==> src/rtl/uart_tx_fifo_if.sv <==
// ---------------------------------------------------------------------------
// uart_tx_fifo_if: producer-side bus and line/status signals of uart_tx_fifo. Rev 1.0
// ---------------------------------------------------------------------------
`timescale 1ns/1ps
`default_nettype none

interface uart_tx_fifo_if #(
  parameter int DATA_W  = 8,
  parameter int FIFO_AW = 2
);
  logic              tx_en;
  logic [DATA_W-1:0] tx_data;
  logic              ovf_clr;
  logic              UART_TX;
  logic              tx_full;
  logic              tx_empty;
  logic [FIFO_AW:0]  tx_count;
  logic              tx_busy;
  logic              tx_ovf;

  modport master (
    output tx_en, tx_data, ovf_clr,
    input  UART_TX, tx_full, tx_empty, tx_count, tx_busy, tx_ovf
  );

  modport slave (
    input  tx_en, tx_data, ovf_clr,
    output UART_TX, tx_full, tx_empty, tx_count, tx_busy, tx_ovf
  );
endinterface

`default_nettype wire

==> src/rtl/uart_tx_fifo.sv <==
// ---------------------------------------------------------------------------
// uart_tx_fifo: UART transmitter with transmit FIFO, one bit per BRclk cycle. Rev 1.0
// ---------------------------------------------------------------------------
`timescale 1ns/1ps
`default_nettype none

module uart_tx_fifo #(
  parameter int DATA_W    = 8,
  parameter int PARITY    = 0,
  parameter int STOP_BITS = 1,
  parameter int FIFO_AW   = 2
) (
  input  logic           BRclk,
  input  logic           reset,
  uart_tx_fifo_if.slave  bus
);

  localparam int               c_DEPTH_N   = 2**FIFO_AW;
  localparam logic [FIFO_AW:0] c_DEPTH     = {1'b1, {FIFO_AW{1'b0}}};
  localparam logic [3:0]       c_LAST_BIT  = 4'(DATA_W - 1);
  localparam logic             c_LAST_STOP = (STOP_BITS == 2);
  localparam logic             c_HAS_PAR   = (PARITY != 0);
  localparam logic             c_ODD       = (PARITY == 1);

  localparam logic [2:0] c_IDLE  = 3'd0;
  localparam logic [2:0] c_START = 3'd1;
  localparam logic [2:0] c_DATA  = 3'd2;
  localparam logic [2:0] c_PAR   = 3'd3;
  localparam logic [2:0] c_STOP  = 3'd4;

  logic [DATA_W-1:0]  r_mem [0:c_DEPTH_N-1];
  logic [FIFO_AW-1:0] r_wr_ptr;
  logic [FIFO_AW-1:0] r_rd_ptr;
  logic [FIFO_AW:0]   r_count;
  logic               r_ovf;

  logic [2:0]         r_state;
  logic [2:0]         w_next_state;
  logic [DATA_W-1:0]  r_shift;
  logic [3:0]         r_bit_cnt;
  logic               r_stop_cnt;
  logic               r_par;
  logic               r_line;

  logic               w_full;
  logic               w_empty;
  logic               w_push;
  logic               w_pop;
  logic               w_line_next;
  logic               w_busy;
  logic [DATA_W-1:0]  w_head;
  logic               w_head_par;
  logic               w_last_bit;
  logic               w_last_stop;

  // Fullness is judged on the pre-edge count, so a same-edge pop never frees a slot.
  assign w_full      = (r_count == c_DEPTH);
  assign w_empty     = (r_count == '0);
  assign w_push      = bus.tx_en & ~w_full;
  assign w_head      = r_mem[r_rd_ptr];
  assign w_head_par  = (^w_head) ^ c_ODD;
  assign w_last_bit  = (r_bit_cnt == c_LAST_BIT);
  assign w_last_stop = (r_stop_cnt == c_LAST_STOP);

  always_ff @(posedge BRclk) begin
    if (w_push) begin
      r_mem[r_wr_ptr] <= bus.tx_data;
    end
  end

  always_ff @(posedge BRclk or negedge reset) begin
    if (!reset) begin
      r_wr_ptr <= '0;
      r_rd_ptr <= '0;
      r_count  <= '0;
      r_ovf    <= 1'b0;
    end else begin
      if (w_push) r_wr_ptr <= r_wr_ptr + FIFO_AW'(1);
      if (w_pop)  r_rd_ptr <= r_rd_ptr + FIFO_AW'(1);
      case ({w_push, w_pop})
        2'b10:   r_count <= r_count + (FIFO_AW+1)'(1);
        2'b01:   r_count <= r_count - (FIFO_AW+1)'(1);
        default: r_count <= r_count;
      endcase
      if (bus.tx_en && w_full) r_ovf <= 1'b1;
      else if (bus.ovf_clr)    r_ovf <= 1'b0;
    end
  end

  always_ff @(posedge BRclk or negedge reset) begin
    if (!reset) r_state <= c_IDLE;
    else        r_state <= w_next_state;
  end

  always_comb begin
    w_next_state = r_state;
    case (r_state)
      c_IDLE:  if (!w_empty) w_next_state = c_START;
      c_START: w_next_state = c_DATA;
      c_DATA:  if (w_last_bit) w_next_state = c_HAS_PAR ? c_PAR : c_STOP;
      c_PAR:   w_next_state = c_STOP;
      c_STOP:  if (w_last_stop) w_next_state = w_empty ? c_IDLE : c_START;
      default: w_next_state = c_IDLE;
    endcase
  end

  always_comb begin
    w_pop       = 1'b0;
    w_line_next = 1'b1;
    w_busy      = (r_state != c_IDLE);
    case (r_state)
      c_IDLE: begin
        w_pop       = ~w_empty;
        w_line_next = w_empty;
      end
      c_START: w_line_next = r_shift[0];
      c_DATA:  w_line_next = w_last_bit ? (c_HAS_PAR ? r_par : 1'b1) : r_shift[0];
      c_STOP: begin
        w_pop       = w_last_stop & ~w_empty;
        w_line_next = ~(w_last_stop & ~w_empty);
      end
      default: w_line_next = 1'b1;
    endcase
  end

  always_ff @(posedge BRclk or negedge reset) begin
    if (!reset) begin
      r_line     <= 1'b1;
      r_shift    <= '0;
      r_bit_cnt  <= '0;
      r_stop_cnt <= 1'b0;
      r_par      <= 1'b0;
    end else begin
      r_line <= w_line_next;
      if (w_pop) begin
        r_shift <= w_head;
        r_par   <= w_head_par;
      end else if (r_state == c_START || r_state == c_DATA) begin
        r_shift <= r_shift >> 1;
      end
      r_bit_cnt  <= (r_state == c_DATA) ? r_bit_cnt + 4'd1 : 4'd0;
      r_stop_cnt <= (r_state == c_STOP) ? r_stop_cnt + 1'b1 : 1'b0;
    end
  end

  assign bus.UART_TX  = r_line;
  assign bus.tx_full  = w_full;
  assign bus.tx_empty = w_empty;
  assign bus.tx_count = r_count;
  assign bus.tx_busy  = w_busy;
  assign bus.tx_ovf   = r_ovf;

endmodule

`default_nettype wire

==> src/flat_wrapper.sv <==
// flat-port wrapper written by rule: the top's interface ports become plain ports
module uart_tx_fifo_flat 
#(
  parameter int DATA_W    = 8,
  parameter int PARITY    = 0,
  parameter int STOP_BITS = 1,
  parameter int FIFO_AW   = 2
)
  (BRclk, reset, bus_tx_en, bus_tx_data, bus_ovf_clr, bus_UART_TX, bus_tx_full, bus_tx_empty, bus_tx_count, bus_tx_busy, bus_tx_ovf);
  uart_tx_fifo_if #(.DATA_W(DATA_W), .FIFO_AW(FIFO_AW)) bus_i ();
  input  logic BRclk;
  input  logic reset;
  input wire logic [$bits(bus_i.tx_en)-1:0] bus_tx_en;
  input wire logic [$bits(bus_i.tx_data)-1:0] bus_tx_data;
  input wire logic [$bits(bus_i.ovf_clr)-1:0] bus_ovf_clr;
  output wire logic [$bits(bus_i.UART_TX)-1:0] bus_UART_TX;
  output wire logic [$bits(bus_i.tx_full)-1:0] bus_tx_full;
  output wire logic [$bits(bus_i.tx_empty)-1:0] bus_tx_empty;
  output wire logic [$bits(bus_i.tx_count)-1:0] bus_tx_count;
  output wire logic [$bits(bus_i.tx_busy)-1:0] bus_tx_busy;
  output wire logic [$bits(bus_i.tx_ovf)-1:0] bus_tx_ovf;
  assign bus_i.tx_en = bus_tx_en;
  assign bus_i.tx_data = bus_tx_data;
  assign bus_i.ovf_clr = bus_ovf_clr;
  assign bus_UART_TX = bus_i.UART_TX;
  assign bus_tx_full = bus_i.tx_full;
  assign bus_tx_empty = bus_i.tx_empty;
  assign bus_tx_count = bus_i.tx_count;
  assign bus_tx_busy = bus_i.tx_busy;
  assign bus_tx_ovf = bus_i.tx_ovf;
  uart_tx_fifo #(.DATA_W(DATA_W), .PARITY(PARITY), .STOP_BITS(STOP_BITS), .FIFO_AW(FIFO_AW)) u_core (.BRclk(BRclk), .reset(reset), .bus(bus_i));
endmodule
==> config.mk <==
export PLATFORM = sky130hd
export DESIGN_NAME = uart_tx_fifo_flat
export DESIGN_NICKNAME = d
export VERILOG_FILES = /design/src/rtl/uart_tx_fifo_if.sv /design/src/rtl/uart_tx_fifo.sv /design/src/flat_wrapper.sv
export SDC_FILE = /design/constraint.sdc
export NUM_CORES = 1
export LEC_CHECK = 0
export ABC_CLOCK_PERIOD_IN_PS = 2000
export BUFFER_PORTS_ARGS = -buffer_cell sky130_fd_sc_hd__clkbuf_2
export CELL_PAD_IN_SITES_DETAIL_PLACEMENT = 2
export CELL_PAD_IN_SITES_GLOBAL_PLACEMENT = 2
export CORE_MARGIN = 2
export CORE_UTILIZATION = 38
export CTS_CLUSTER_SIZE = 24
export DETAILED_ROUTE_END_ITERATION = 8
export PLACE_DENSITY = 0.74
export SYNTH_ARGS = -nofsm -noshare
export SYNTH_HDL_FRONTEND = slang
export SYNTH_SLANG_ARGS = --single-unit
==> constraint.sdc <==
create_clock -name BRclk -period 2 [get_ports BRclk]
set_clock_uncertainty 0.1 [all_clocks]
set_input_delay 0.1 -clock BRclk [delete_from_list [all_inputs] [get_ports BRclk]]
set_output_delay 0.1 -clock BRclk [all_outputs]
set_load 0.005 [all_outputs]
==> results of run 1 <==
[metrics by stage]
step	instances	total power, W
after floorplan	170	0.00323
after detailed placement	271	0.00393
final	308	0.00520
after CTS	303	0.00510
after global placement	271	0.00371
after global routing	308	0.00558
[final cells by class]
| class | count | area, um^2 | area share, % |
|---|---|---|---|
| sequential | 57 | 1590 | 50.7 |
| multi-input combinational | 95 | 847 | 27.0 |
| timing repair buffer | 52 | 370 | 11.8 |
| clock buffer | 10 | 138 | 4.39 |
| tap | 77 | 96.3 | 3.07 |
| clock inverter | 6 | 50.0 | 1.60 |
| inverter | 11 | 45.0 | 1.44 |
[metal layers]
layer	track usage (%)	share of wire (%)	vias up	wire length (um)
met4	3.46	0.85	0	52
met2	29.8	52	19	3190
met3	4.77	2.6	6	158
met5	0	0	-	0
li1	-	-	733	-
met1	24.3	44	811	2720
[power by group through the flow]
stage          clock network (W)  logic, W  registers, W
2_1_floorplan                  0   0.00142       0.00181
3_3_place_gp                   0   0.00188       0.00183
3_5_place_dp                   0   0.00204       0.00189
4_1_cts                  0.00105   0.00220       0.00186
5_1_grt                  0.00110   0.00255       0.00193
6_report                 0.00102   0.00229       0.00188
[cell usage after synthesis (2+ instances only)]
| master | number |
|---|---|
| edfxtp_1 | 32 |
| dfrtp_1 | 24 |
| o21ai_0 | 10 |
| inv_1 | 9 |
| mux4_2 | 8 |
| nand3b_1 | 8 |
| nor3_1 | 8 |
| a31oi_1 | 7 |
| nor2_1 | 7 |
| ha_1 | 6 |
| xnor2_1 | 6 |
| and2_1 | 5 |
| nand3_1 | 4 |
| buf_6 | 3 |
| nand2b_1 | 3 |
| xor2_1 | 3 |
| a21oi_1 | 2 |
| clkbuf_1 | 2 |
| nor3b_2 | 2 |
| or3_1 | 2 |
[logic make-up (layout without fill, tap and decap cells)]
family                     Yosys count  count (layout)
DFF                                 57              57
and+or+nand+nor                     43              43
xor gates and xnor gates            10              10
AOI/OAI and AO/OA                   25              25
buffers and inverters               18              79
adders and majority gates            7               7
muxes                               10              10
[how the worst max path moves through the flow]
stage                                                  start                                 end  slack (ns)  depth (start not counted)
after floorplan                u_core.r_state[2]$_DFFE_PN0P_  u_core.bus.tx_count[2]$_DFFE_PN0P_       -0.04                          9
after global placement    u_core.bus.tx_count[1]$_DFFE_PN0P_  u_core.bus.tx_count[2]$_DFFE_PN0P_        0.06                          9
after detailed placement  u_core.bus.tx_count[1]$_DFFE_PN0P_  u_core.bus.tx_count[2]$_DFFE_PN0P_       -0.04                          9
after CTS                        u_core.r_stop_cnt$_DFF_PN0_  u_core.bus.tx_count[2]$_DFFE_PN0P_      -0.005                          9
after global routing           u_core.r_state[2]$_DFFE_PN0P_  u_core.bus.tx_count[2]$_DFFE_PN0P_       -0.13                          9
final                     u_core.bus.tx_count[2]$_DFFE_PN0P_  u_core.bus.tx_count[2]$_DFFE_PN0P_       -0.02                          9
[what timing repair did]
action / in CTS / in global routing
setup buffers: 5 / 5
pin swaps: 3 / 2
endpoints found under the setup margin: 2 / 2
hold buffers: 11 / 0
resized for setup: 3 / 4
hold endpoints to repair: 57 / 0
[sequential cells by signal (all words and copies together) (netlist names)]
register / cells
u_core.bus.UART_TX: 1
u_core.r_stop_cnt: 1
u_core.bus.tx_count: 3
u_core.r_wr_ptr: 2
u_core.r_rd_ptr: 2
u_core.r_mem: 32
u_core.r_state: 3
u_core.r_shift: 8
u_core.r_bit_cnt: 4
u_core.bus.tx_ovf: 1
[worst reg2reg max path: stages (launching register included)]
cell and delay, ns:
dfrtp_1 0.43, or3_4 0.43, nand2_4 0.10, inv_4 0.04
ha_4 0.15, inv_2 0.05, fa_2 0.21, xor2_1 0.17
nor2_1 0.07, xor2_1 0.16
==> results by group, run 1 <==
Floorplanning
  • Initial Util: 39.3%
  • Core area: 6350 um^2
  • DIE AREA: 7240 um^2
  • Row Count: 29
  • Io pins: 20
  • Die width: 85.1 um
  • Die H: 85.1 um

Pwr
  • Combinational Power Share: 44.0%
  • Sw Pwr: 0.00196 W
  • Pint: 0.00323 W
  • Flop pwr share: 36.2%
  • Clock share of power: 19.7%
  • Pwr/cell area: 1660 nW/um^2
  • Sw frac: 37.8%
  • VDD IR max: 0.000822 V
  • P_leak: 1.25 nW

Global routing
  • Number of global-route vias before repair: 1765
  • GR Overflow Total: 0
  • Largest net degree at the start of global routing: 26
  • Number of antenna violations at the first check in global routing: 0
  • Global-route wire length before repair: 9820 um
  • All-layer global routing usage: 18.0%

Timing
  • Rel. slew slack: 53.6%
  • Worst slew pin tran: 0.696 ns
  • Hold_ws: 0.170 ns
  • Final hold violation count: 0
  • Setup TNS: -0.0156 ns
  • Final Max Slew Viols: 0
  • Final worst path period share: 101%
  • Min Tclk post-route: 2.02 ns
  • Achievable frequency: 0.496 GHz
  • Final setup fails: 1
  • RSZ-0062 raised after global routing: yes
  • Setup ws final: -0.0156 ns

Clock network
  • H-Tree Depth: 3
  • Worst skew pair latency: 0.34 ns
  • Sink Count: 57
  • Clk slew on worst S/H paths: 0.08 ns
  • Clock tree buffer depth: 2
  • Inserted Clock Buffers: 9
  • Root buf cell: clkbuf_8
  • TritonCTS clock tree: done

Synth
  • Synth Area in Simple Gates: 10.7%
  • Yosys warning total: 0
  • Yosys top cell area share: 38.5%
  • Seq/Total Area, Yosys: 63.6%
  • Mux contribution to synthesized area: 8.07%
  • Post-synth cell types: 39
  • Synth Net Count: 189
  • Avg Inst Size Synth: 14.7 um^2
  • Post-Synth XOR/XNOR Area: 3.81%
  • Cell accounting for the most synthesized area: edfxtp_1
  • Mapped Cells: 170
  • Synth Area in Compound Gates: 6.21%
  • Largest family of logic cells by synthesized area: simple AND/OR/NAND/NOR gates
  • Adder-cell share of the synthesized area: 3.81%
  • Main synth FF type: edfxtp_1
  • Yosys reg bits: 57
  • Post-synthesis cell area: 2500 um^2
  • Async S/R FF share, synth: 43.9%
  • Post-synth EDFFs: 32
  • Top post-synthesis cells by area: edfxtp_1, dfrtp_1, mux4_2

Run status
  • Outcome: finished, violations left
  • Failing checks: setup timing

Layout
  • Area grow syn2layout: 25.6%
  • Most frequent cells in the layout: edfxtp_1, dfrtp_1, buf_4, clkbuf_2, dlygate4sd3_1
  • Utilization after layout: 49.4%
  • Layout cells sized above 1: 35.1%
  • Number of antenna diodes: 0
  • Nets: 245
  • Most common cell after layout, fill and taps aside: edfxtp_1
  • Final instance area: 3140 um^2
  • Fill cell count: 612

Route
  • Final wirelength: 6130 um
  • Vias/cell: 5.09
  • DRC viols: 0
  • Vias: 1569
  • Routed wire per std cell: 19.9 um
  • Post-route ant nets: 0
  • 1st-pass router iterations: 4
  • Initial DRC Count: 52

Critical path
  • Crit path DAT: 2.14 ns
  • CP endpoint kind: flip-flop
  • WP buf/inv: 2
  • RR Startpoint: u_core.bus.tx_count[2]$_DFFE_PN0P_
  • Crit path kind: flip-flop to flip-flop
  • Worst path cell trace: or3_4 -> nand2_4 -> inv_4 -> ha_4 -> inv_2 -> fa_2 -> xor2_1 -> nor2_1 -> xor2_1
  • Most frequent CP cell: xor2_1
  • Critical-path maximum fanout: 4
  • Type of origin of the critical path: flip-flop
  • Slowest-stage cell, CP: dfrtp_1
  • Critical path's top delay family: simple AND/OR/NAND/NOR gates
  • R2r setup slk: -0.02 ns
  • Critical path's largest stage delay: 0.43 ns
  • RR Endpoint: u_core.bus.tx_count[2]$_DFFE_PN0P_
  • Worst EP required: 2.13 ns
  • R2R depth: 9

Worst hold path
  • Hold depth: 4
  • HP Class: primary input to flip-flop
  • Min-delay src: bus_tx_en
  • Hold endpoint: u_core.r_wr_ptr[0]$_DFFE_PN0P_

Placement
  • PortBufs: 19
  • GP Congestion: 0.719
  • Placed cell areas: 2740 um^2
  • Post-Place Worst Slack: -0.0415 ns
  • Detailed placement HPWL: 3930 um

Flow run
  • MaxCap Viol Count: 0
Power figures use the tool's default switching activity.
==> run 2: changes to the inputs <==
--- a/config.mk
+++ b/config.mk
@@ -14,6 +14,8 @@
 export CTS_CLUSTER_SIZE = 24
 export DETAILED_ROUTE_END_ITERATION = 8
 export PLACE_DENSITY = 0.74
+export RECOVER_POWER = 25
+export SLEW_MARGIN = 20
 export SYNTH_ARGS = -nofsm -noshare
 export SYNTH_HDL_FRONTEND = slang
 export SYNTH_SLANG_ARGS = --single-unit
==> run 2 against run 1 <==
Against the previous run: register-to-register slack is essentially flat; sequential power is essentially flat; first-iteration DRC count shrank 1.9%; combinational power is essentially flat; utilization shrank 0.16 points; total power is essentially flat; the flow still finishes with violations (setup timing); critical endpoint unchanged; sequential share of layout area grew 0.16 points; clock power is essentially flat; non-clock buffer count is the same; die area is the same; cell count is the same; critical path depth is the same.
==> results by group, run 2 (synthesis gave the netlist of run 1 again) <==
Critical path
  • Crit path DAT: 2.14 ns
  • CP endpoint kind: flip-flop
  • Crit path kind: flip-flop to flip-flop
  • Critical-path maximum fanout: 4
  • Type of origin of the critical path: flip-flop
  • Worst EP required: 2.12 ns
  • R2R depth: 9

Timing
  • Final Max Slew Viols: 0
  • Achievable frequency: 0.496 GHz
  • Hold_ws: 0.170 ns
  • Rel. slew slack: 53.7%
  • Min Tclk post-route: 2.02 ns
  • RSZ-0062 raised after global routing: yes
  • Setup TNS: -0.0156 ns
  • Setup ws final: -0.0156 ns
  • Final worst path period share: 101%
  • Worst slew pin tran: 0.695 ns
  • Final hold violation count: 0
  • Final setup fails: 1

Floorplanning
  • Core area: 6350 um^2
  • Io pins: 20
  • Die width: 85.1 um
  • Row Count: 29
  • DIE AREA: 7240 um^2
  • Die H: 85.1 um
  • Initial Util: 39.3%

Global routing
  • Number of global-route vias before repair: 1765
  • Global-route wire length before repair: 9820 um
  • Largest net degree at the start of global routing: 26
  • All-layer global routing usage: 18.0%
  • GR Overflow Total: 0
  • Number of antenna violations at the first check in global routing: 0

Worst hold path
  • HP Class: primary input to flip-flop
  • Hold depth: 4

Layout
  • Most frequent cells in the layout: edfxtp_1, dfrtp_1, buf_4, dlygate4sd3_1, clkbuf_2
  • Biggest register: u_core.r_mem
  • Number of antenna diodes: 0
  • Nets: 245
  • Fill cell count: 615
  • Fin cells: 308
  • Multi-input gate area: 847 um^2
  • Sequential Area: 1590 um^2
  • Area grow syn2layout: 25.2%
  • Most common cell after layout, fill and taps aside: edfxtp_1
  • Biggest regs: u_core.r_mem x32, u_core.r_shift x8, u_core.r_bit_cnt x4
  • Utilization after layout: 49.2%
  • Layout cells sized above 1: 31.6%
  • Max FFs per register: 32

Pwr
  • Pwr/cell area: 1660 nW/um^2
  • VDD IR max: 0.000822 V
  • P_leak: 1.23 nW

Route
  • DRC viols: 0
  • Routed wire per std cell: 19.9 um
  • Initial DRC Count: 51
  • Vias/cell: 5.11
  • Final wirelength: 6130 um
  • 1st-pass router iterations: 4
  • Vias: 1573
  • Post-route ant nets: 0

Clock network
  • Root buf cell: clkbuf_8
  • Worst skew pair latency: 0.34 ns
  • TritonCTS clock tree: done
  • Sink Count: 57
  • H-Tree Depth: 3
  • Clock tree buffer depth: 2
  • Inserted Clock Buffers: 9
  • Clk slew on worst S/H paths: 0.08 ns

Run status
  • Failing checks: setup timing
  • Outcome: finished, violations left

Flow run
  • MaxCap Viol Count: 0

Placement
  • PortBufs: 19
  • GP Congestion: 0.719
  • Post-Place Worst Slack: -0.0415 ns
  • Detailed placement HPWL: 3930 um
  • Cells after DPL: 271
[run 2: what timing repair did]
item,CTS,global route
hold buffers,11,0
hold endpoints to repair,57,0
setup buffers,5,5
endpoints found under the setup margin,2,2
pin swaps,3,2
gates resized for setup,3,4
[run 2: worst paths after layout]
path	slack [ns]	endpoint	startpoint
worst max-delay path	-0.02	u_core.bus.tx_count[2]$_DFFE_PN0P_	u_core.bus.tx_count[2]$_DFFE_PN0P_
worst min-delay path	0.17	u_core.r_wr_ptr[0]$_DFFE_PN0P_	bus_tx_en
worst max register to register	-0.02	u_core.bus.tx_count[2]$_DFFE_PN0P_	u_core.bus.tx_count[2]$_DFFE_PN0P_
worst min register to register	0.39	u_core.r_bit_cnt[0]$_DFF_PN0_	u_core.r_bit_cnt[0]$_DFF_PN0_
max in group asynchronous	1.08	u_core.bus.tx_count[0]$_DFFE_PN0P_	reset
min in group asynchronous	0.24	u_core.r_shift[2]$_DFFE_PN0P_	reset
[run 2: per-stage QoR]
stage / total power, W / cell area, um^2
after floorplan: 0.00323 / 2510
after detailed placement: 0.00393 / 2740
final: 0.00520 / 3130
after CTS: 0.00510 / 3080
after global placement: 0.00371 / 2740
after global routing: 0.00558 / 3130
[run 2: power breakdown]
part	total, W	internal [W]	switching, W
Clock	0.00102	0.000495	0.000528
Combinational	0.00229	0.00110	0.00119
Sequential	0.00188	0.00164	0.000245
Total	0.00520	0.00323	0.00196
[run 2: layout make-up]
class                           count  area share, %
Sequential cell                    57           50.8
Multi-Input combinational cell     95           27.1
Timing Repair Buffer               52           11.5
Inverter                           11           1.44
Tap cell                           77           3.08
Clock buffer                       10           4.40
Clock inverter                      6           1.60
[run 2: routing by layer]
layer	global-route usage (%)	up-vias	part of all wire (%)
met5	0	-	0
met4	3.46	0	0.85
met3	4.77	6	2.6
met2	29.8	19	52
met1	24.3	815	44
li1	-	733	-
[run 2: critical path, cell delays in order, from the launching register on]
cell and delay, ns:
dfrtp_1 0.43, or3_4 0.43, nand2_4 0.09, inv_4 0.04
ha_4 0.15, inv_2 0.05, fa_2 0.21, xor2_1 0.17
nor2_1 0.07, xor2_1 0.16
